## src/rtl/alu_pkg.sv

```systemverilog
// Shared opcode and state definitions for the ALU operation sequencer.
package alu_pkg;

  typedef enum logic [3:0] {
    OP_AND = 4'd0,
    OP_OR  = 4'd1,
    OP_ADD = 4'd2,
    OP_INC = 4'd3,
    OP_DEC = 4'd4,
    OP_NOT = 4'd5,
    OP_SUB = 4'd6,
    OP_XOR = 4'd7,
    OP_SL  = 4'd8,
    OP_SR  = 4'd9
  } alu_op_e;

  localparam logic [3:0] ALU_OP_LAST = 4'd9;

  typedef enum logic [1:0] {
    IDLE = 2'd0,
    EXEC = 2'd1,
    RESP = 2'd2
  } seq_state_e;

  function automatic logic op_legal(input logic [3:0] op);
    return op <= ALU_OP_LAST;
  endfunction

  function automatic logic op_is_shift(input logic [3:0] op);
    return (op == OP_SL) || (op == OP_SR);
  endfunction

  // Only arithmetic and shift results carry a meaningful C flag.
  function automatic logic op_keeps_carry(input logic [3:0] op);
    return (op == OP_ADD) || (op == OP_SUB) || (op == OP_SL) || (op == OP_SR);
  endfunction

endpackage

```

## src/rtl/alu_op_sequencer_fsm.sv

```systemverilog
// Control FSM of the sequencer: handshakes, state and ALU pass counter.
module alu_seq_fsm
  import alu_pkg::*;
#(
  parameter int N = 4
) (
  input  logic         clk,
  input  logic         rst,
  input  logic         cmd_valid,
  input  logic [3:0]   cmd_op,
  input  logic [N-1:0] cmd_b,
  input  logic         rsp_ready,
  output logic         cmd_ready,
  output logic         rsp_valid,
  output logic         accept,
  output logic         exec
);

  localparam int CW = $clog2(N + 1);

  seq_state_e    state_reg;
  logic [CW-1:0] count_reg;
  logic [CW-1:0] pass_cnt;

  // Shifts run one ALU pass per bit, clamped to N; illegal opcodes need no pass.
  always_comb begin
    pass_cnt = '0;
    if (op_legal(cmd_op)) begin
      if (op_is_shift(cmd_op)) begin
        if (int'(cmd_b) >= N) pass_cnt = CW'(N);
        else                  pass_cnt = CW'(cmd_b);
      end else begin
        pass_cnt = CW'(1);
      end
    end
  end

  assign accept = (state_reg == IDLE) && cmd_valid;
  assign exec   = (state_reg == EXEC);

  always_ff @(posedge clk) begin
    if (rst) begin
      state_reg <= IDLE;
      count_reg <= '0;
      cmd_ready <= 1'b1;
      rsp_valid <= 1'b0;
    end else begin
      case (state_reg)
        IDLE: begin
          if (cmd_valid) begin
            cmd_ready <= 1'b0;
            count_reg <= pass_cnt;
            if (pass_cnt == '0) begin
              state_reg <= RESP;
              rsp_valid <= 1'b1;
            end else begin
              state_reg <= EXEC;
            end
          end
        end
        EXEC: begin
          count_reg <= count_reg - CW'(1);
          if (count_reg == CW'(1)) begin
            state_reg <= RESP;
            rsp_valid <= 1'b1;
          end
        end
        RESP: begin
          if (rsp_ready) begin
            state_reg <= IDLE;
            rsp_valid <= 1'b0;
            cmd_ready <= 1'b1;
          end
        end
        default: begin
          state_reg <= IDLE;
          rsp_valid <= 1'b0;
          cmd_ready <= 1'b1;
        end
      endcase
    end
  end

endmodule

```

## src/rtl/alu_op_sequencer.sv

```systemverilog
// Drives a combinational ALU from a command handshake, iterating shifts bit by bit.
module alu_op_sequencer
  import alu_pkg::*;
#(
  parameter int N = 4
) (
  input  logic         clk,
  input  logic         rst,
  input  logic         cmd_valid,
  output logic         cmd_ready,
  input  logic [3:0]   cmd_op,
  input  logic [N-1:0] cmd_a,
  input  logic [N-1:0] cmd_b,
  input  logic         cmd_flag_in,
  output logic [N-1:0] alu_a,
  output logic [N-1:0] alu_b,
  output logic         alu_flag_in,
  output logic [3:0]   alu_control,
  input  logic [N-1:0] alu_result,
  input  logic         alu_c,
  input  logic         alu_z,
  output logic         rsp_valid,
  input  logic         rsp_ready,
  output logic [N-1:0] rsp_result,
  output logic         rsp_c,
  output logic         rsp_z,
  output logic         rsp_err
);

  logic         accept;
  logic         exec;
  alu_op_e      op_reg;
  logic [N-1:0] b_reg;
  logic         fin_reg;
  logic [N-1:0] work_reg;
  logic         c_reg;
  logic         z_reg;
  logic         err_reg;

  alu_seq_fsm #(.N(N)) u_fsm (
    .clk       (clk),
    .rst       (rst),
    .cmd_valid (cmd_valid),
    .cmd_op    (cmd_op),
    .cmd_b     (cmd_b),
    .rsp_ready (rsp_ready),
    .cmd_ready (cmd_ready),
    .rsp_valid (rsp_valid),
    .accept    (accept),
    .exec      (exec)
  );

  always_ff @(posedge clk) begin
    if (rst) begin
      op_reg   <= OP_AND;
      b_reg    <= '0;
      fin_reg  <= 1'b0;
      work_reg <= '0;
      c_reg    <= 1'b0;
      z_reg    <= 1'b0;
      err_reg  <= 1'b0;
    end else if (accept) begin
      op_reg  <= alu_op_e'(cmd_op);
      // The ALU shifts by exactly one bit per pass, so B is pinned to 1.
      b_reg   <= op_is_shift(cmd_op) ? N'(1) : cmd_b;
      fin_reg <= cmd_flag_in;
      c_reg   <= 1'b0;
      if (op_legal(cmd_op)) begin
        work_reg <= cmd_a;
        z_reg    <= (cmd_a == '0);
        err_reg  <= 1'b0;
      end else begin
        work_reg <= '0;
        z_reg    <= 1'b1;
        err_reg  <= 1'b1;
      end
    end else if (exec) begin
      work_reg <= alu_result;
      c_reg    <= op_keeps_carry(op_reg) ? alu_c : 1'b0;
      z_reg    <= alu_z;
    end
  end

  assign alu_a       = exec ? work_reg : '0;
  assign alu_b       = exec ? b_reg : '0;
  assign alu_flag_in = exec & fin_reg;
  assign alu_control = exec ? op_reg : 4'd0;

  assign rsp_result = work_reg;
  assign rsp_c      = c_reg;
  assign rsp_z      = z_reg;
  assign rsp_err    = err_reg;

endmodule

```

## config.mk

```make
export PLATFORM = sky130hd
export DESIGN_NAME = alu_op_sequencer
export DESIGN_NICKNAME = d
export VERILOG_FILES = /design/src/rtl/alu_pkg.sv /design/src/rtl/alu_op_sequencer_fsm.sv /design/src/rtl/alu_op_sequencer.sv
export SDC_FILE = /design/constraint.sdc
export NUM_CORES = 1
export LEC_CHECK = 0
export CORE_UTILIZATION = 46
export DETAILED_ROUTE_END_ITERATION = 12
export PLACE_DENSITY = 0.8
export SETUP_SLACK_MARGIN = 0.05
export SLEW_MARGIN = 30
export SYNTH_ARGS = -nofsm -noshare
export SYNTH_HDL_FRONTEND = slang
export SYNTH_SLANG_ARGS = --single-unit
```

## constraint.sdc

```tcl
create_clock -name clk -period 2.33 [get_ports clk]
set_input_delay 0.233 -clock clk [delete_from_list [all_inputs] [get_ports clk]]
set_output_delay 0.233 -clock clk [all_outputs]
set_load 0.05 [all_outputs]
```

==> results of run 1 <==
cells in the mapped netlist:
| master | number | area [um2] |
|---|---|---|
| sky130_fd_sc_hd__dfxtp_1 | 23 | 460 |
| sky130_fd_sc_hd__nor2_1 | 21 | 78.8 |
| sky130_fd_sc_hd__nand2_1 | 15 | 56.3 |
| sky130_fd_sc_hd__and2_1 | 13 | 81.3 |
| sky130_fd_sc_hd__a21oi_1 | 11 | 55.1 |
| sky130_fd_sc_hd__nor3_1 | 7 | 35.0 |
| sky130_fd_sc_hd__inv_1 | 6 | 22.5 |
| sky130_fd_sc_hd__a221oi_1 | 4 | 35.0 |
| sky130_fd_sc_hd__a22oi_1 | 4 | 30.0 |
| sky130_fd_sc_hd__clkbuf_1 | 4 | 15.0 |
| sky130_fd_sc_hd__a22o_1 | 3 | 26.3 |
| sky130_fd_sc_hd__a31oi_1 | 3 | 18.8 |
| sky130_fd_sc_hd__nand3b_1 | 3 | 22.5 |
| sky130_fd_sc_hd__o21ai_0 | 3 | 15.0 |
| sky130_fd_sc_hd__buf_6 | 2 | 22.5 |
| sky130_fd_sc_hd__ha_1 | 2 | 25.0 |
| sky130_fd_sc_hd__nor2b_1 | 2 | 12.5 |
| sky130_fd_sc_hd__o41ai_1 | 2 | 17.5 |
| sky130_fd_sc_hd__or2_2 | 2 | 12.5 |
| sky130_fd_sc_hd__a211oi_1 | 1 | 7.51 |
| sky130_fd_sc_hd__a21oi_4 | 1 | 16.3 |
| sky130_fd_sc_hd__a221o_1 | 1 | 10.0 |
| sky130_fd_sc_hd__and2b_2 | 1 | 8.76 |
| sky130_fd_sc_hd__buf_2 | 1 | 5.00 |
| sky130_fd_sc_hd__mux2_2 | 1 | 11.3 |
| sky130_fd_sc_hd__nand2b_1 | 1 | 6.26 |
| sky130_fd_sc_hd__nand3_1 | 1 | 5.00 |
| sky130_fd_sc_hd__nand4_1 | 1 | 6.26 |
| sky130_fd_sc_hd__o21bai_1 | 1 | 7.51 |
| sky130_fd_sc_hd__o2bb2ai_1 | 1 | 8.76 |
| sky130_fd_sc_hd__or3b_4 | 1 | 11.3 |
layer usage:
| layer | GRT usage (%) | vias up | part of all wire (%) |
|---|---|---|---|
| li1 | - | 582 | - |
| met1 | 33.2 | 533 | 42 |
| met2 | 46.6 | 51 | 49 |
| met3 | 4.09 | 9 | 6.9 |
| met4 | 10.4 | 0 | 2.0 |
| met5 | 0 | - | 0 |
where the power goes:
group	internal (W)	total, W	switching, W
sequential	0.000432	0.000467	0.0000345
combinational	0.000155	0.000356	0.000201
clock	0.0000668	0.000182	0.000115
cells by family after synthesis:
group                    synth area share, %
AO/OA/AOI/OAI                           21.6
adder cells (fa/ha/maj)                 2.18
buffers and inverters                   5.68
flip-flops                              40.2
multiplexers                           0.982
AND/OR/NAND/NOR                         29.4
layout make-up:
| cell class | instances | area share, % |
|---|---|---|
| well taps | 28 | 1.99 |
| repair buffers | 47 | 33.7 |
| flip-flops and latches | 23 | 26.2 |
| multi-input cells | 106 | 35.3 |
| clock buffers | 4 | 1.49 |
| inverters | 6 | 1.28 |
worst min-delay path: stages:
cell and delay [ns]:
sky130_fd_sc_hd__clkdlybuf4s50_1 0.40, sky130_fd_sc_hd__nand2_1 0.06, sky130_fd_sc_hd__a21oi_1 0.05
per-stage QoR:
step / hold slack (ns) / util [%] / cells
global route: 0.490 / 77.2 / 214
CTS: 0.462 / 77.2 / 214
detailed placement: 0.456 / 76.1 / 210
finish: 0.468 / 77.2 / 214
floorplan: 0.335 / - / 142
global placement: 0.442 / 76.1 / 210
final timing paths:
check	depth (start not counted)	slack, ns	endpoint	from
min reg2reg	2	0.48	fin_reg$_SDFFE_PP0P_	fin_reg$_SDFFE_PP0P_
max	4	0.30	alu_a[0]	u_fsm.state_reg[0]$_SDFFE_PP0P_
min	3	0.47	op_reg[0]$_SDFFE_PP0P_	cmd_op[0]
max reg2reg	3	0.64	rsp_result[1]$_SDFFE_PP0P_	u_fsm.state_reg[0]$_SDFFE_PP0P_
==> report_table.html, run 1 <==
<table>
<tr><th>Metric</th><th>Value</th></tr>
<tr><th colspan="2">Run status</th></tr>
<tr><td>Run status</td><td>finished clean</td></tr>
<tr><th colspan="2">Routing</th></tr>
<tr><td>Final antenna-violating net count</td><td>0</td></tr>
<tr><td>Drt initial violations</td><td>22</td></tr>
<tr><td>Vias after detailed routing</td><td>1175</td></tr>
<tr><td>Routed WL per cell</td><td>14.5 um</td></tr>
<tr><td>Remaining design rule violation count</td><td>0</td></tr>
<tr><td>Routed via count divided by cell count</td><td>5.49</td></tr>
<tr><td>Aggregate routed wire length</td><td>3100 um</td></tr>
<tr><td>Number of iterations in the first detailed-routing pass</td><td>5</td></tr>
<tr><th colspan="2">Die</th></tr>
<tr><td>Chip width</td><td>51.9 um</td></tr>
<tr><td>Number of rows in the core area</td><td>17</td></tr>
<tr><td>Number of placed I/O pins</td><td>45</td></tr>
<tr><td>Area enclosed by the die boundary</td><td>0.00270 mm2</td></tr>
<tr><td>Starting Density</td><td>50.4%</td></tr>
<tr><td>Core area</td><td>0.00228 mm2</td></tr>
<tr><td>Height of the die</td><td>51.9 um</td></tr>
<tr><th colspan="2">Critical path</th></tr>
<tr><td>Critical path required time</td><td>2.10 ns</td></tr>
<tr><td>Kind of start point of the critical path</td><td>register</td></tr>
<tr><td>Critical-path top delay cell</td><td>sky130_fd_sc_hd__dfxtp_1</td></tr>
<tr><td>Critical path peak fanout</td><td>18</td></tr>
<tr><td>Maximum single-stage delay on the critical path</td><td>0.70 ns</td></tr>
<tr><td>Cell-by-cell trace of the critical path</td><td>nor2b_1 &gt; buf_4 &gt; and2_1 &gt; buf_12</td></tr>
<tr><td>Count of buffer and inverter cells on the critical path</td><td>2</td></tr>
<tr><td>Arrival @ worst endpoint</td><td>1.80 ns</td></tr>
<tr><td>Category of the most critical setup path</td><td>register to primary output</td></tr>
<tr><td>Worst Setup End Kind</td><td>primary output</td></tr>
<tr><td>Largest delay share family, worst path</td><td>flip-flops</td></tr>
<tr><th colspan="2">Global routing</th></tr>
<tr><td>Number of global-route vias before repair</td><td>1167</td></tr>
<tr><td>First-pass GRT wire length</td><td>5350 um</td></tr>
<tr><td>Total congestion overflow</td><td>0</td></tr>
<tr><td>Number of antenna violations at the first check in global routing</td><td>0</td></tr>
<tr><td>Global-route usage over all layers</td><td>27.0%</td></tr>
<tr><td>Maximum number of pins on one net before global-route repair</td><td>23</td></tr>
<tr><th colspan="2">Power and ir drop</th></tr>
<tr><td>Worst voltage drop across the vdd grid</td><td>0.395 mV</td></tr>
<tr><td>P per Cell Area</td><td>571 mW/mm2</td></tr>
<tr><td>Static leakage power</td><td>0.675 nW</td></tr>
<tr><td>Total power consumption of the routed design</td><td>0.00100 W</td></tr>
<tr><th colspan="2">Place</th></tr>
<tr><td>Count of buffers from port buffering</td><td>44</td></tr>
<tr><td>Placement Cell Area</td><td>0.00173 mm2</td></tr>
<tr><td>Worst setup slack after placement</td><td>0.412 ns</td></tr>
<tr><td>HPWL Detailed</td><td>2390 um</td></tr>
<tr><td>Final RePlAce weighted congestion</td><td>0.861</td></tr>
<tr><th colspan="2">Layout</th></tr>
<tr><td>Combined flip-flop and latch cell area</td><td>460 um2</td></tr>
<tr><td>Ant. Diodes</td><td>0</td></tr>
<tr><td>Highest-count cells in the layout ignoring fill and taps</td><td>31 x sky130_fd_sc_hd__clkdlybuf4s50_1, 23 x sky130_fd_sc_hd__dfxtp_1, 21 x sky130_fd_sc_hd__nor2_1, 15 x sky130_fd_sc_hd__nand2_1</td></tr>
<tr><td># fillers</td><td>173</td></tr>
<tr><td>Finished layout cell area</td><td>0.00176 mm2</td></tr>
<tr><td>Layout cells sized above 1</td><td>13.4%</td></tr>
<tr><td>Area growth from synthesis to layout</td><td>53.4%</td></tr>
<tr><td>Post-layout net count</td><td>212</td></tr>
<tr><td>Most common cell after layout, fill and taps aside</td><td>sky130_fd_sc_hd__clkdlybuf4s50_1</td></tr>
<tr><td>Area occupied by multi-input gates</td><td>621 um2</td></tr>
<tr><th colspan="2">Flow run</th></tr>
<tr><td>Number of maximum-capacitance constraint violations</td><td>0</td></tr>
<tr><th colspan="2">Clocking</th></tr>
<tr><td>PostCTS Resize Cnt</td><td>0</td></tr>
<tr><td>Cell chosen for the clock root</td><td>sky130_fd_sc_hd__clkbuf_4</td></tr>
<tr><td>Number of buffers inserted during clock tree synthesis</td><td>3</td></tr>
<tr><td>Buffer count from post-CTS setup fixing</td><td>0</td></tr>
<tr><td>Clock tree from TritonCTS</td><td>done</td></tr>
<tr><td>H-tree levels</td><td>1</td></tr>
<tr><td>Number of buffers on the longest clock path</td><td>2</td></tr>
<tr><td>TritonCTS sink count</td><td>23</td></tr>
<tr><td>Clock latency on the worst-skew pair</td><td>0.31 ns</td></tr>
<tr><td>Post-CTS clock slew at the launch and capture registers of the worst setup and hold paths</td><td>0.12 ns</td></tr>
<tr><td>CTS Hold Buffers Added</td><td>0</td></tr>
<tr><th colspan="2">Synth</th></tr>
<tr><td>Synth Cell Area</td><td>0.00115 mm2</td></tr>
<tr><td>Portion of the post-synthesis area used by sequential elements</td><td>40.2%</td></tr>
<tr><td>Average cell area after synthesis</td><td>8.07 um2</td></tr>
<tr><td>Synth Warn #</td><td>0</td></tr>
<tr><td>Library cells used by synthesis</td><td>31</td></tr>
<tr><td>Post-Syn Nets</td><td>167</td></tr>
<tr><td>Register bit count reported by yosys</td><td>23</td></tr>
<tr><td>Number of instances in the synthesized netlist</td><td>142</td></tr>
<tr><th colspan="2">STA</th></tr>
<tr><td>Worst-case headroom to the max-slew limit</td><td>48.3%</td></tr>
<tr><td>Final hold violations</td><td>0</td></tr>
<tr><td>Part of the cycle the worst path needs</td><td>87.2%</td></tr>
<tr><td>Final slew viol count</td><td>0</td></tr>
<tr><td>RSZ-0062 raised after global routing</td><td>false</td></tr>
<tr><td>Post-layout worst setup margin</td><td>0.298 ns</td></tr>
<tr><td>Total negative slack</td><td>0 ns</td></tr>
<tr><td>Maximum achievable frequency</td><td>492 MHz</td></tr>
<tr><td>Final setup skew</td><td>0.00521 ns</td></tr>
<tr><td>Final count of negative-setup-slack endpoints</td><td>0</td></tr>
<tr><td>Minimum clock period after layout</td><td>2.03 ns</td></tr>
<tr><td>Transition time at the pin with the least slew margin</td><td>0.767 ns</td></tr>
<tr><th colspan="2">Worst hold path</th></tr>
<tr><td>Worst hold path type</td><td>primary input to register</td></tr>
</table>
Note: power is estimated with default switching activity, not from simulation.
==> run 2: changes to the inputs <==
--- a/config.mk
+++ b/config.mk
@@ -6,5 +6,5 @@
 export NUM_CORES = 1
 export LEC_CHECK = 0
-export CORE_UTILIZATION = 46
+export CORE_UTILIZATION = 47
 export DETAILED_ROUTE_END_ITERATION = 12
 export PLACE_DENSITY = 0.8
@@ -13,3 +13,4 @@
 export SYNTH_ARGS = -nofsm -noshare
 export SYNTH_HDL_FRONTEND = slang
+export SYNTH_HIERARCHICAL = 1
 export SYNTH_SLANG_ARGS = --single-unit
==> constraint.sdc (replaced) <==
create_clock -name clk -period 2.33 [get_ports clk]
set_input_delay 0.233 -clock clk [delete_from_list [all_inputs] [get_ports clk]]
set_output_delay 0.233 -clock clk [all_outputs]
set_load 0.02 [all_outputs]
==> run 2 against run 1 <==
Compared with the run above: sequential share of layout area grew 0.41 points; clock skew rose by 0.0019 ns; critical path type unchanged; hold slack improved by 0.012 ns; combinational power up 53%; total power is 24% higher; sequential cell count unchanged; final area down 1.3%; area after synthesis up 5.9%.
==> report_table.html, run 2 <==
<table>
<tr><th>Metric</th><th>Value</th></tr>
<tr><th colspan="2">Worst hold path</th></tr>
<tr><td>Worst hold stages</td><td>1 (-2)</td></tr>
<tr><td>Worst hold path type</td><td>register to register</td></tr>
<tr><td>Worst hold path endpoint</td><td>u_fsm/rsp_valid$_SDFFE_PP0P_</td></tr>
<tr><td>Start point of the worst hold path</td><td>u_fsm/rsp_valid$_SDFFE_PP0P_</td></tr>
<tr><th colspan="2">Critical path</th></tr>
<tr><td>Cell-by-cell trace of the critical path</td><td>nand2b_1 &gt; inv_2 &gt; buf_4 &gt; and2_1 &gt; clkdlybuf4s50_1</td></tr>
<tr><td>Critical path peak fanout</td><td>8 (-10)</td></tr>
<tr><td>Kind of start point of the critical path</td><td>register</td></tr>
<tr><td>Largest delay share family, worst path</td><td>buffers and inverters</td></tr>
<tr><td>Critical-path top delay cell</td><td>sky130_fd_sc_hd__clkdlybuf4s50_1</td></tr>
<tr><td>End of the worst register-to-register path</td><td>rsp_z$_SDFFE_PP0P_</td></tr>
<tr><td>Critical path required time</td><td>2.10 ns (about the same)</td></tr>
<tr><td>Maximum single-stage delay on the critical path</td><td>0.61 ns (-0.09 ns)</td></tr>
<tr><td>Worst Setup End Kind</td><td>primary output</td></tr>
<tr><td>Number of cell instances on the worst register-to-register path</td><td>6 (+3)</td></tr>
<tr><td>Startpoint of the worst-slack reg-to-reg timing path</td><td>u_fsm/state_reg[1]$_SDFFE_PP0P_</td></tr>
<tr><td>Count of buffer and inverter cells on the critical path</td><td>3 (+1)</td></tr>
<tr><td>Category of the most critical setup path</td><td>register to primary output</td></tr>
<tr><td>R2R setup slack</td><td>0.89 ns (+0.25 ns)</td></tr>
<tr><td>Arrival @ worst endpoint</td><td>1.90 ns (+0.10 ns)</td></tr>
<tr><th colspan="2">Place</th></tr>
<tr><td>Worst setup slack after placement</td><td>0.411 ns (-0.00121 ns)</td></tr>
<tr><td>HPWL Detailed</td><td>2350 um (-1.5%)</td></tr>
<tr><td>Count of buffers from port buffering</td><td>44 (unchanged)</td></tr>
<tr><td>Placement Cell Area</td><td>0.00170 mm2 (-1.6%)</td></tr>
<tr><td>Placed Cells</td><td>207 (-1.4%)</td></tr>
<tr><td>Final RePlAce weighted congestion</td><td>0.826 (-4.1%)</td></tr>
<tr><th colspan="2">Synth</th></tr>
<tr><td>List of most frequent post-synthesis cells</td><td>23 x sky130_fd_sc_hd__dfxtp_1, 22 x sky130_fd_sc_hd__nor2_1, 14 x sky130_fd_sc_hd__and2_1</td></tr>
<tr><td>Post-synth EDFFs</td><td>0 (unchanged)</td></tr>
<tr><td>Post-synth top flop</td><td>sky130_fd_sc_hd__dfxtp_1</td></tr>
<tr><td>Library cells used by synthesis</td><td>39 (+26%)</td></tr>
<tr><td>Post-synthesis cell type with the largest combined area</td><td>sky130_fd_sc_hd__dfxtp_1</td></tr>
<tr><td>Average cell area after synthesis</td><td>9.19 um2 (+14%)</td></tr>
<tr><td>Portion of the post-synthesis area used by sequential elements</td><td>37.9% (-2.2 points)</td></tr>
<tr><td>Dominant cell by count in the synthesized netlist</td><td>sky130_fd_sc_hd__dfxtp_1</td></tr>
<tr><td>Number of instances in the synthesized netlist</td><td>132 (-7.0%)</td></tr>
<tr><td>Leading post-synthesis cells by cell area</td><td>sky130_fd_sc_hd__dfxtp_1 38%, sky130_fd_sc_hd__mux2i_1 8.2%, sky130_fd_sc_hd__and2_1 7.2%</td></tr>
<tr><td>Synth Cell Area</td><td>0.00121 mm2 (+5.9%)</td></tr>
<tr><td>Register bit count reported by yosys</td><td>23 (unchanged)</td></tr>
<tr><td>Share of synthesized flip-flops with an asynchronous set or reset</td><td>0% (unchanged)</td></tr>
<tr><td>Synth Warn #</td><td>6 (+6)</td></tr>
<tr><td>Top-area cell type share of the netlist area</td><td>37.9% (-2.2 points)</td></tr>
<tr><td>Post-Syn Nets</td><td>157 (-6.0%)</td></tr>
<tr><th colspan="2">Layout</th></tr>
<tr><td>Area growth from synthesis to layout</td><td>43.0%</td></tr>
<tr><td>Most common cell after layout, fill and taps aside</td><td>sky130_fd_sc_hd__clkdlybuf4s50_1</td></tr>
<tr><td>Cell Count, Final, Fillers Out</td><td>211 (-1.4%)</td></tr>
<tr><td>Ant. Diodes</td><td>0 (unchanged)</td></tr>
<tr><td>Post-layout net count</td><td>207 (-2.4%)</td></tr>
<tr><td>Layout cells sized above 1</td><td>14.4% (+0.92 points)</td></tr>
<tr><td>Finished layout cell area</td><td>0.00174 mm2 (-1.3%)</td></tr>
<tr><td>Highest-count cells in the layout ignoring fill and taps</td><td>40 x sky130_fd_sc_hd__clkdlybuf4s50_1, 22 x sky130_fd_sc_hd__nor2_1, 22 x sky130_fd_sc_hd__dfxtp_1, 14 x sky130_fd_sc_hd__and2_1, 10 x sky130_fd_sc_hd__mux2i_1</td></tr>
<tr><th colspan="2">STA</th></tr>
<tr><td>Transition time at the pin with the least slew margin</td><td>0.487 ns (-0.280 ns)</td></tr>
<tr><td>Total negative slack</td><td>0 ns (unchanged)</td></tr>
<tr><td>Maximum achievable frequency</td><td>468 MHz (-4.9%)</td></tr>
<tr><td>Minimum clock period after layout</td><td>2.14 ns (+0.104 ns)</td></tr>
<tr><td>Final setup skew</td><td>0.00708 ns (+0.00187 ns)</td></tr>
<tr><td>Part of the cycle the worst path needs</td><td>91.7% (+4.5 points)</td></tr>
<tr><td>Final slew viol count</td><td>0 (unchanged)</td></tr>
<tr><td>Final count of negative-setup-slack endpoints</td><td>0 (unchanged)</td></tr>
<tr><td>Worst-case headroom to the max-slew limit</td><td>67.5% (+19 points)</td></tr>
<tr><td>Post-layout worst setup margin</td><td>0.194 ns (-0.104 ns)</td></tr>
<tr><td>RSZ-0062 raised after global routing</td><td>false</td></tr>
<tr><td>Final hold violations</td><td>0 (unchanged)</td></tr>
<tr><th colspan="2">Die</th></tr>
<tr><td>Number of placed I/O pins</td><td>45 (unchanged)</td></tr>
<tr><td>Area enclosed by the die boundary</td><td>0.00279 mm2 (+3.5%)</td></tr>
<tr><td>Height of the die</td><td>52.8 um (+1.7%)</td></tr>
<tr><td>Number of rows in the core area</td><td>18 (+1)</td></tr>
<tr><td>Starting Density</td><td>49.4% (-0.92 points)</td></tr>
<tr><td>Chip width</td><td>52.8 um (+1.7%)</td></tr>
<tr><td>Core area</td><td>0.00245 mm2 (+7.9%)</td></tr>
<tr><th colspan="2">Global routing</th></tr>
<tr><td>Number of antenna violations at the first check in global routing</td><td>0 (unchanged)</td></tr>
<tr><td>Maximum number of pins on one net before global-route repair</td><td>14 (-39%)</td></tr>
<tr><td>Global-route usage over all layers</td><td>23.3% (-3.7 points)</td></tr>
<tr><td>First-pass GRT wire length</td><td>4660 um (-13%)</td></tr>
<tr><td>Number of global-route vias before repair</td><td>1068 (-8.5%)</td></tr>
<tr><td>Total congestion overflow</td><td>0 (unchanged)</td></tr>
<tr><th colspan="2">Power and ir drop</th></tr>
<tr><td>P per Cell Area</td><td>715 mW/mm2 (+25%)</td></tr>
<tr><td>Static leakage power</td><td>0.699 nW (+3.6%)</td></tr>
<tr><td>Worst voltage drop across the vdd grid</td><td>0.523 mV (+33%)</td></tr>
<tr><th colspan="2">Clocking</th></tr>
<tr><td>Number of buffers inserted during clock tree synthesis</td><td>3 (unchanged)</td></tr>
<tr><td>Clock tree from TritonCTS</td><td>done</td></tr>
<tr><td>TritonCTS sink count</td><td>23 (unchanged)</td></tr>
<tr><td>H-tree levels</td><td>1 (unchanged)</td></tr>
<tr><td>Cell chosen for the clock root</td><td>sky130_fd_sc_hd__clkbuf_4</td></tr>
<tr><td>Number of buffers on the longest clock path</td><td>2 (unchanged)</td></tr>
<tr><td>Clock latency on the worst-skew pair</td><td>0.31 ns (about the same)</td></tr>
<tr><td>Post-CTS clock slew at the launch and capture registers of the worst setup and hold paths</td><td>0.13 ns (about the same)</td></tr>
<tr><td>Buffer count from post-CTS setup fixing</td><td>0 (unchanged)</td></tr>
<tr><th colspan="2">Routing</th></tr>
<tr><td>Aggregate routed wire length</td><td>2990 um (-3.5%)</td></tr>
<tr><td>Remaining design rule violation count</td><td>0 (unchanged)</td></tr>
<tr><td>Routed WL per cell</td><td>14.2 um (-2.1%)</td></tr>
<tr><td>Drt initial violations</td><td>20 (-9.1%)</td></tr>
<tr><td>Routed via count divided by cell count</td><td>5.38 (-1.9%)</td></tr>
<tr><td>Number of iterations in the first detailed-routing pass</td><td>4 (-1)</td></tr>
<tr><td>Vias after detailed routing</td><td>1136 (-3.3%)</td></tr>
<tr><td>Final antenna-violating net count</td><td>0 (unchanged)</td></tr>
<tr><th colspan="2">Flow run</th></tr>
<tr><td>Number of maximum-capacitance constraint violations</td><td>0 (unchanged)</td></tr>
<tr><th colspan="2">Run status</th></tr>
<tr><td>Run status</td><td>finished clean</td></tr>
</table>
run 2: changes by cell type after synthesis, sizes merged, moves of 3 or more:
cell     change
o21a         +3
mux2i       +10
a21oi        -5
a22oi        -4
o2bb2ai      +3
nand2       -15
nand2b       +5
nor3         -6
nor2         +5
a221oi       -4
clkbuf       -3
a31oi        -3
run 2: per-layer routing:
layer	track usage [%]	wire, um	vias up
met1	27.8	1360	532
li1	-	-	567
met2	40.1	1460	31
met5	0	0	-
met4	11.4	56	0
met3	3.19	118	6
run 2: cells by family after synthesis:
| kind of cell | share of synthesized area, % |
|---|---|
| AND/OR/NAND/NOR | 26.9 |
| flip-flops | 37.9 |
| buffers and inverters | 3.92 |
| AO/OA/AOI/OAI | 20.0 |
| multiplexers | 9.18 |
| adder cells (fa/ha/maj) | 2.06 |
run 2: where the power goes:
group	total (W)	switching (W)	leakage, nW	internal, W
sequential	0.000511	0.0000501	0.189	0.000461
combinational	0.000543	0.000272	0.492	0.000270
clock	0.000187	0.000123	0.0177	0.0000641
total	0.00124	0.000445	0.699	0.000795
run 2: metrics by stage:
stage	hold WS, ns	total power [W]	util (%)
4_1_cts	0.483	0.00124	70.4
3_5_place_dp	0.452	0.00106	69.4
3_3_place_gp	0.451	0.00104	69.4
5_1_grt	0.503	0.00132	70.7
2_1_floorplan	0.298	0.000858	-
6_report	0.480	0.00124	70.7
run 2: area by class of cell:
cell class | count | area, um2
repair buffers | 50 | 488
flip-flops and latches | 23 | 462
multi-input cells | 100 | 706
clock buffers | 3 | 22.5
fillers | 206 | 719
inverters | 4 | 15.0
clock inverters | 1 | 5.00
well taps | 30 | 37.5
run 2: worst register-to-register path: stages (launching register included):
cell                       delay, ns
sky130_fd_sc_hd__dfxtp_2        0.38
sky130_fd_sc_hd__nand2b_1       0.20
sky130_fd_sc_hd__inv_2          0.13
sky130_fd_sc_hd__buf_4          0.19
sky130_fd_sc_hd__nor2b_1        0.07
sky130_fd_sc_hd__a211oi_1       0.29
sky130_fd_sc_hd__nor3_2         0.06
run 2: what timing repair did:
item                                    CTS  global route
hold endpoints to repair                  0             0
endpoints found under the setup margin    2             5
resized for setup                         2             4
pin swaps                                 0             0
hold buffers                              0             0
run 2: worst max path at each step:
stage	start	cells after the start	end
finish	u_fsm/state_reg[1]$_SDFFE_PP0P_	5	alu_b[2]
global route	u_fsm/state_reg[1]$_SDFFE_PP0P_	5	alu_b[2]
CTS	u_fsm/state_reg[1]$_SDFFE_PP0P_	5	alu_a[1]
detailed placement	u_fsm/state_reg[1]$_SDFFE_PP0P_	5	alu_a[2]
global placement	u_fsm/state_reg[1]$_SDFFE_PP0P_	5	alu_a[2]
floorplan	u_fsm/state_reg[1]$_SDFFE_PP0P_	6	rsp_z$_SDFFE_PP0P_
==> run 3: changes to the inputs <==
Settings changed: CAP_MARGIN set to 10, GPL_TIMING_DRIVEN set to 0.
==> run 3 against run 2 <==
Compared with the run above: sequential cell count unchanged; wire length decreased by 2.7%; critical path depth unchanged; total power decreased by 1.2%; critical path type unchanged; critical endpoint unchanged; combinational power fell by 2%; register-to-register slack lost 0.06 ns; maximum frequency increased by 6.0%; core utilization up 0.10 points; via count decreased by 2.7%; largest cell class unchanged; final area is 0.14% higher; sequential power hardly changed; clock power down 2%.
==> report_table.html, run 3 (synthesis gave the netlist of run 2 again) <==
<table>
<tr><th>Metric</th><th>Value</th></tr>
<tr><th colspan="2">Run status</th></tr>
<tr><td>Run status</td><td>finished clean</td></tr>
<tr><th colspan="2">STA</th></tr>
<tr><td>Maximum achievable frequency</td><td>496 MHz (+6.0%)</td></tr>
<tr><td>Transition time at the pin with the least slew margin</td><td>0.369 ns (-0.118 ns)</td></tr>
<tr><td>Worst-case headroom to the max-slew limit</td><td>75.3% (+7.9 points)</td></tr>
<tr><td>Minimum clock period after layout</td><td>2.01 ns (-0.122 ns)</td></tr>
<tr><td>RSZ-0062 raised after global routing</td><td>false</td></tr>
<tr><td>Total negative slack</td><td>0 ns (unchanged)</td></tr>
<tr><td>Final slew viol count</td><td>0 (unchanged)</td></tr>
<tr><td>Worst hold slack across all endpoints</td><td>0.475 ns (-0.00470 ns)</td></tr>
<tr><td>Part of the cycle the worst path needs</td><td>86.5% (-5.2 points)</td></tr>
<tr><td>Final count of negative-setup-slack endpoints</td><td>0 (unchanged)</td></tr>
<tr><td>Final setup skew</td><td>0.00459 ns (-0.00249 ns)</td></tr>
<tr><td>Final hold violations</td><td>0 (unchanged)</td></tr>
<tr><th colspan="2">Worst hold path</th></tr>
<tr><td>Worst hold path type</td><td>register to register</td></tr>
<tr><th colspan="2">Die</th></tr>
<tr><td>Starting Density</td><td>49.4% (unchanged)</td></tr>
<tr><td>Chip width</td><td>52.8 um (unchanged)</td></tr>
<tr><td>Height of the die</td><td>52.8 um (unchanged)</td></tr>
<tr><td>Area enclosed by the die boundary</td><td>0.00279 mm2 (unchanged)</td></tr>
<tr><td>Number of rows in the core area</td><td>18 (unchanged)</td></tr>
<tr><td>Core area</td><td>0.00245 mm2 (unchanged)</td></tr>
<tr><td>Number of placed I/O pins</td><td>45 (unchanged)</td></tr>
<tr><th colspan="2">Routing</th></tr>
<tr><td>Routed via count divided by cell count</td><td>5.26 (-2.3%)</td></tr>
<tr><td>Aggregate routed wire length</td><td>2910 um (-2.7%)</td></tr>
<tr><td>Number of iterations in the first detailed-routing pass</td><td>4 (unchanged)</td></tr>
<tr><td>Remaining design rule violation count</td><td>0 (unchanged)</td></tr>
<tr><td>Final antenna-violating net count</td><td>0 (unchanged)</td></tr>
<tr><td>Drt initial violations</td><td>15 (-25%)</td></tr>
<tr><td>Routed WL per cell</td><td>13.9 um (-2.2%)</td></tr>
<tr><td>Vias after detailed routing</td><td>1105 (-2.7%)</td></tr>
<tr><th colspan="2">Layout</th></tr>
<tr><td>Post-layout net count</td><td>206 (-0.48%)</td></tr>
<tr><td>Cell Count, Final, Fillers Out</td><td>210 (-0.47%)</td></tr>
<tr><td>Ant. Diodes</td><td>0 (unchanged)</td></tr>
<tr><td>Highest-count cells in the layout ignoring fill and taps</td><td>31 x sky130_fd_sc_hd__clkdlybuf4s50_1, 23 x sky130_fd_sc_hd__dfxtp_1, 22 x sky130_fd_sc_hd__nor2_1, 14 x sky130_fd_sc_hd__and2_1, 10 x sky130_fd_sc_hd__mux2i_1</td></tr>
<tr><td>Share of the core filled with cells in the final layout</td><td>70.8% (+0.10 points)</td></tr>
<tr><td>Most common cell after layout, fill and taps aside</td><td>sky130_fd_sc_hd__clkdlybuf4s50_1</td></tr>
<tr><td>Layout cells sized above 1</td><td>12.2% (-2.1 points)</td></tr>
<tr><td>Finished layout cell area</td><td>0.00174 mm2 (+0.14%)</td></tr>
<tr><td>Area growth from synthesis to layout</td><td>43.2%</td></tr>
<tr><th colspan="2">Place</th></tr>
<tr><td>Placed Cells</td><td>206 (-0.48%)</td></tr>
<tr><td>Placement Cell Area</td><td>0.00169 mm2 (-0.73%)</td></tr>
<tr><td>Final RePlAce weighted congestion</td><td>0.789 (-4.4%)</td></tr>
<tr><td>HPWL Detailed</td><td>2280 um (-2.9%)</td></tr>
<tr><td>Count of buffers from port buffering</td><td>44 (unchanged)</td></tr>
<tr><th colspan="2">Global routing</th></tr>
<tr><td>First-pass GRT wire length</td><td>4490 um (-3.7%)</td></tr>
<tr><td>Total congestion overflow</td><td>0 (unchanged)</td></tr>
<tr><td>Number of antenna violations at the first check in global routing</td><td>0 (unchanged)</td></tr>
<tr><td>Number of global-route vias before repair</td><td>995 (-6.8%)</td></tr>
<tr><td>Global-route usage over all layers</td><td>22.8% (-0.44 points)</td></tr>
<tr><td>Maximum number of pins on one net before global-route repair</td><td>13 (-1)</td></tr>
<tr><th colspan="2">Clocking</th></tr>
<tr><td>Number of buffers inserted during clock tree synthesis</td><td>3 (unchanged)</td></tr>
<tr><td>Clock tree from TritonCTS</td><td>done</td></tr>
<tr><td>Post-CTS clock slew at the launch and capture registers of the worst setup and hold paths</td><td>0.12 ns (about the same)</td></tr>
<tr><td>Cell chosen for the clock root</td><td>sky130_fd_sc_hd__clkbuf_4</td></tr>
<tr><td>Clock latency on the worst-skew pair</td><td>0.31 ns (about the same)</td></tr>
<tr><td>Number of buffers on the longest clock path</td><td>2 (unchanged)</td></tr>
<tr><td>TritonCTS sink count</td><td>23 (unchanged)</td></tr>
<tr><td>H-tree levels</td><td>1 (unchanged)</td></tr>
<tr><td>PostCTS Resize Cnt</td><td>7 (+5)</td></tr>
<tr><td>Buffer count from post-CTS setup fixing</td><td>0 (unchanged)</td></tr>
<tr><td>CTS Hold Buffers Added</td><td>0 (unchanged)</td></tr>
<tr><th colspan="2">Critical path</th></tr>
<tr><td>Arrival @ worst endpoint</td><td>1.78 ns (-0.12 ns)</td></tr>
<tr><td>Critical path required time</td><td>2.10 ns (about the same)</td></tr>
<tr><td>Category of the most critical setup path</td><td>register to primary output</td></tr>
<tr><td>Kind of start point of the critical path</td><td>register</td></tr>
<tr><td>Critical path peak fanout</td><td>10 (+2)</td></tr>
<tr><td>Worst Setup End Kind</td><td>primary output</td></tr>
<tr><th colspan="2">Power and ir drop</th></tr>
<tr><td>P per Cell Area</td><td>706 mW/mm2 (-1.3%)</td></tr>
<tr><td>Static leakage power</td><td>0.817 nW (+17%)</td></tr>
<tr><td>Worst voltage drop across the vdd grid</td><td>0.511 mV (-2.4%)</td></tr>
<tr><th colspan="2">Flow run</th></tr>
<tr><td>Number of maximum-capacitance constraint violations</td><td>0 (unchanged)</td></tr>
</table>
## run 3: path summary, 6_finish.rpt
check	from	to	slack [ns]	cells after the start
worst min-delay path	u_fsm/rsp_valid$_SDFFE_PP0P_	u_fsm/rsp_valid$_SDFFE_PP0P_	0.48	1
worst min register to register	u_fsm/rsp_valid$_SDFFE_PP0P_	u_fsm/rsp_valid$_SDFFE_PP0P_	0.48	1
worst max register to register	u_fsm/state_reg[1]$_SDFFE_PP0P_	rsp_z$_SDFFE_PP0P_	0.83	6
worst max-delay path	u_fsm/state_reg[1]$_SDFFE_PP0P_	alu_b[2]	0.32	5
## run 3: where the power goes
part / total, W / internal (W) / switching, W
Combinational: 0.000534 / 0.000262 / 0.000272
Sequential: 0.000510 / 0.000460 / 0.0000499
Clock: 0.000183 / 0.0000668 / 0.000116
Total: 0.00123 / 0.000788 / 0.000438
## run 3: critical path, stage by stage, from the launching register on
cell and delay, ns:
sky130_fd_sc_hd__dfxtp_1 0.50, sky130_fd_sc_hd__nand2b_1 0.20, sky130_fd_sc_hd__inv_1 0.11, sky130_fd_sc_hd__clkbuf_4 0.19
sky130_fd_sc_hd__and2_1 0.16, sky130_fd_sc_hd__dlygate4sd2_1 0.32
## run 3: layout make-up
type,count,area [um2]
buffer,5,38.8
clock buffer,4,26.3
fill,201,717
inverter,4,15.0
multi-input combinational,100,706
sequential,23,460
tap,30,37.5
timing repair buffer,44,454
## run 3: stage by stage
step                worst slack [ns]  total power, W
CTS                           0.0107         0.00123
finish                         0.316         0.00123
floorplan                       1.00        0.000858
global route                   0.188         0.00131
detailed placement             0.245         0.00105
global placement               0.295         0.00103
## run 3: metal layers
metal | vias up | global-route usage, % | share of wire, %
li1 | 560 | - | -
met1 | 510 | 27.8 | 46
met2 | 29 | 38.0 | 47
met3 | 6 | 4.64 | 4.8
met4 | 0 | 10.5 | 1.8
met5 | - | 0 | 0
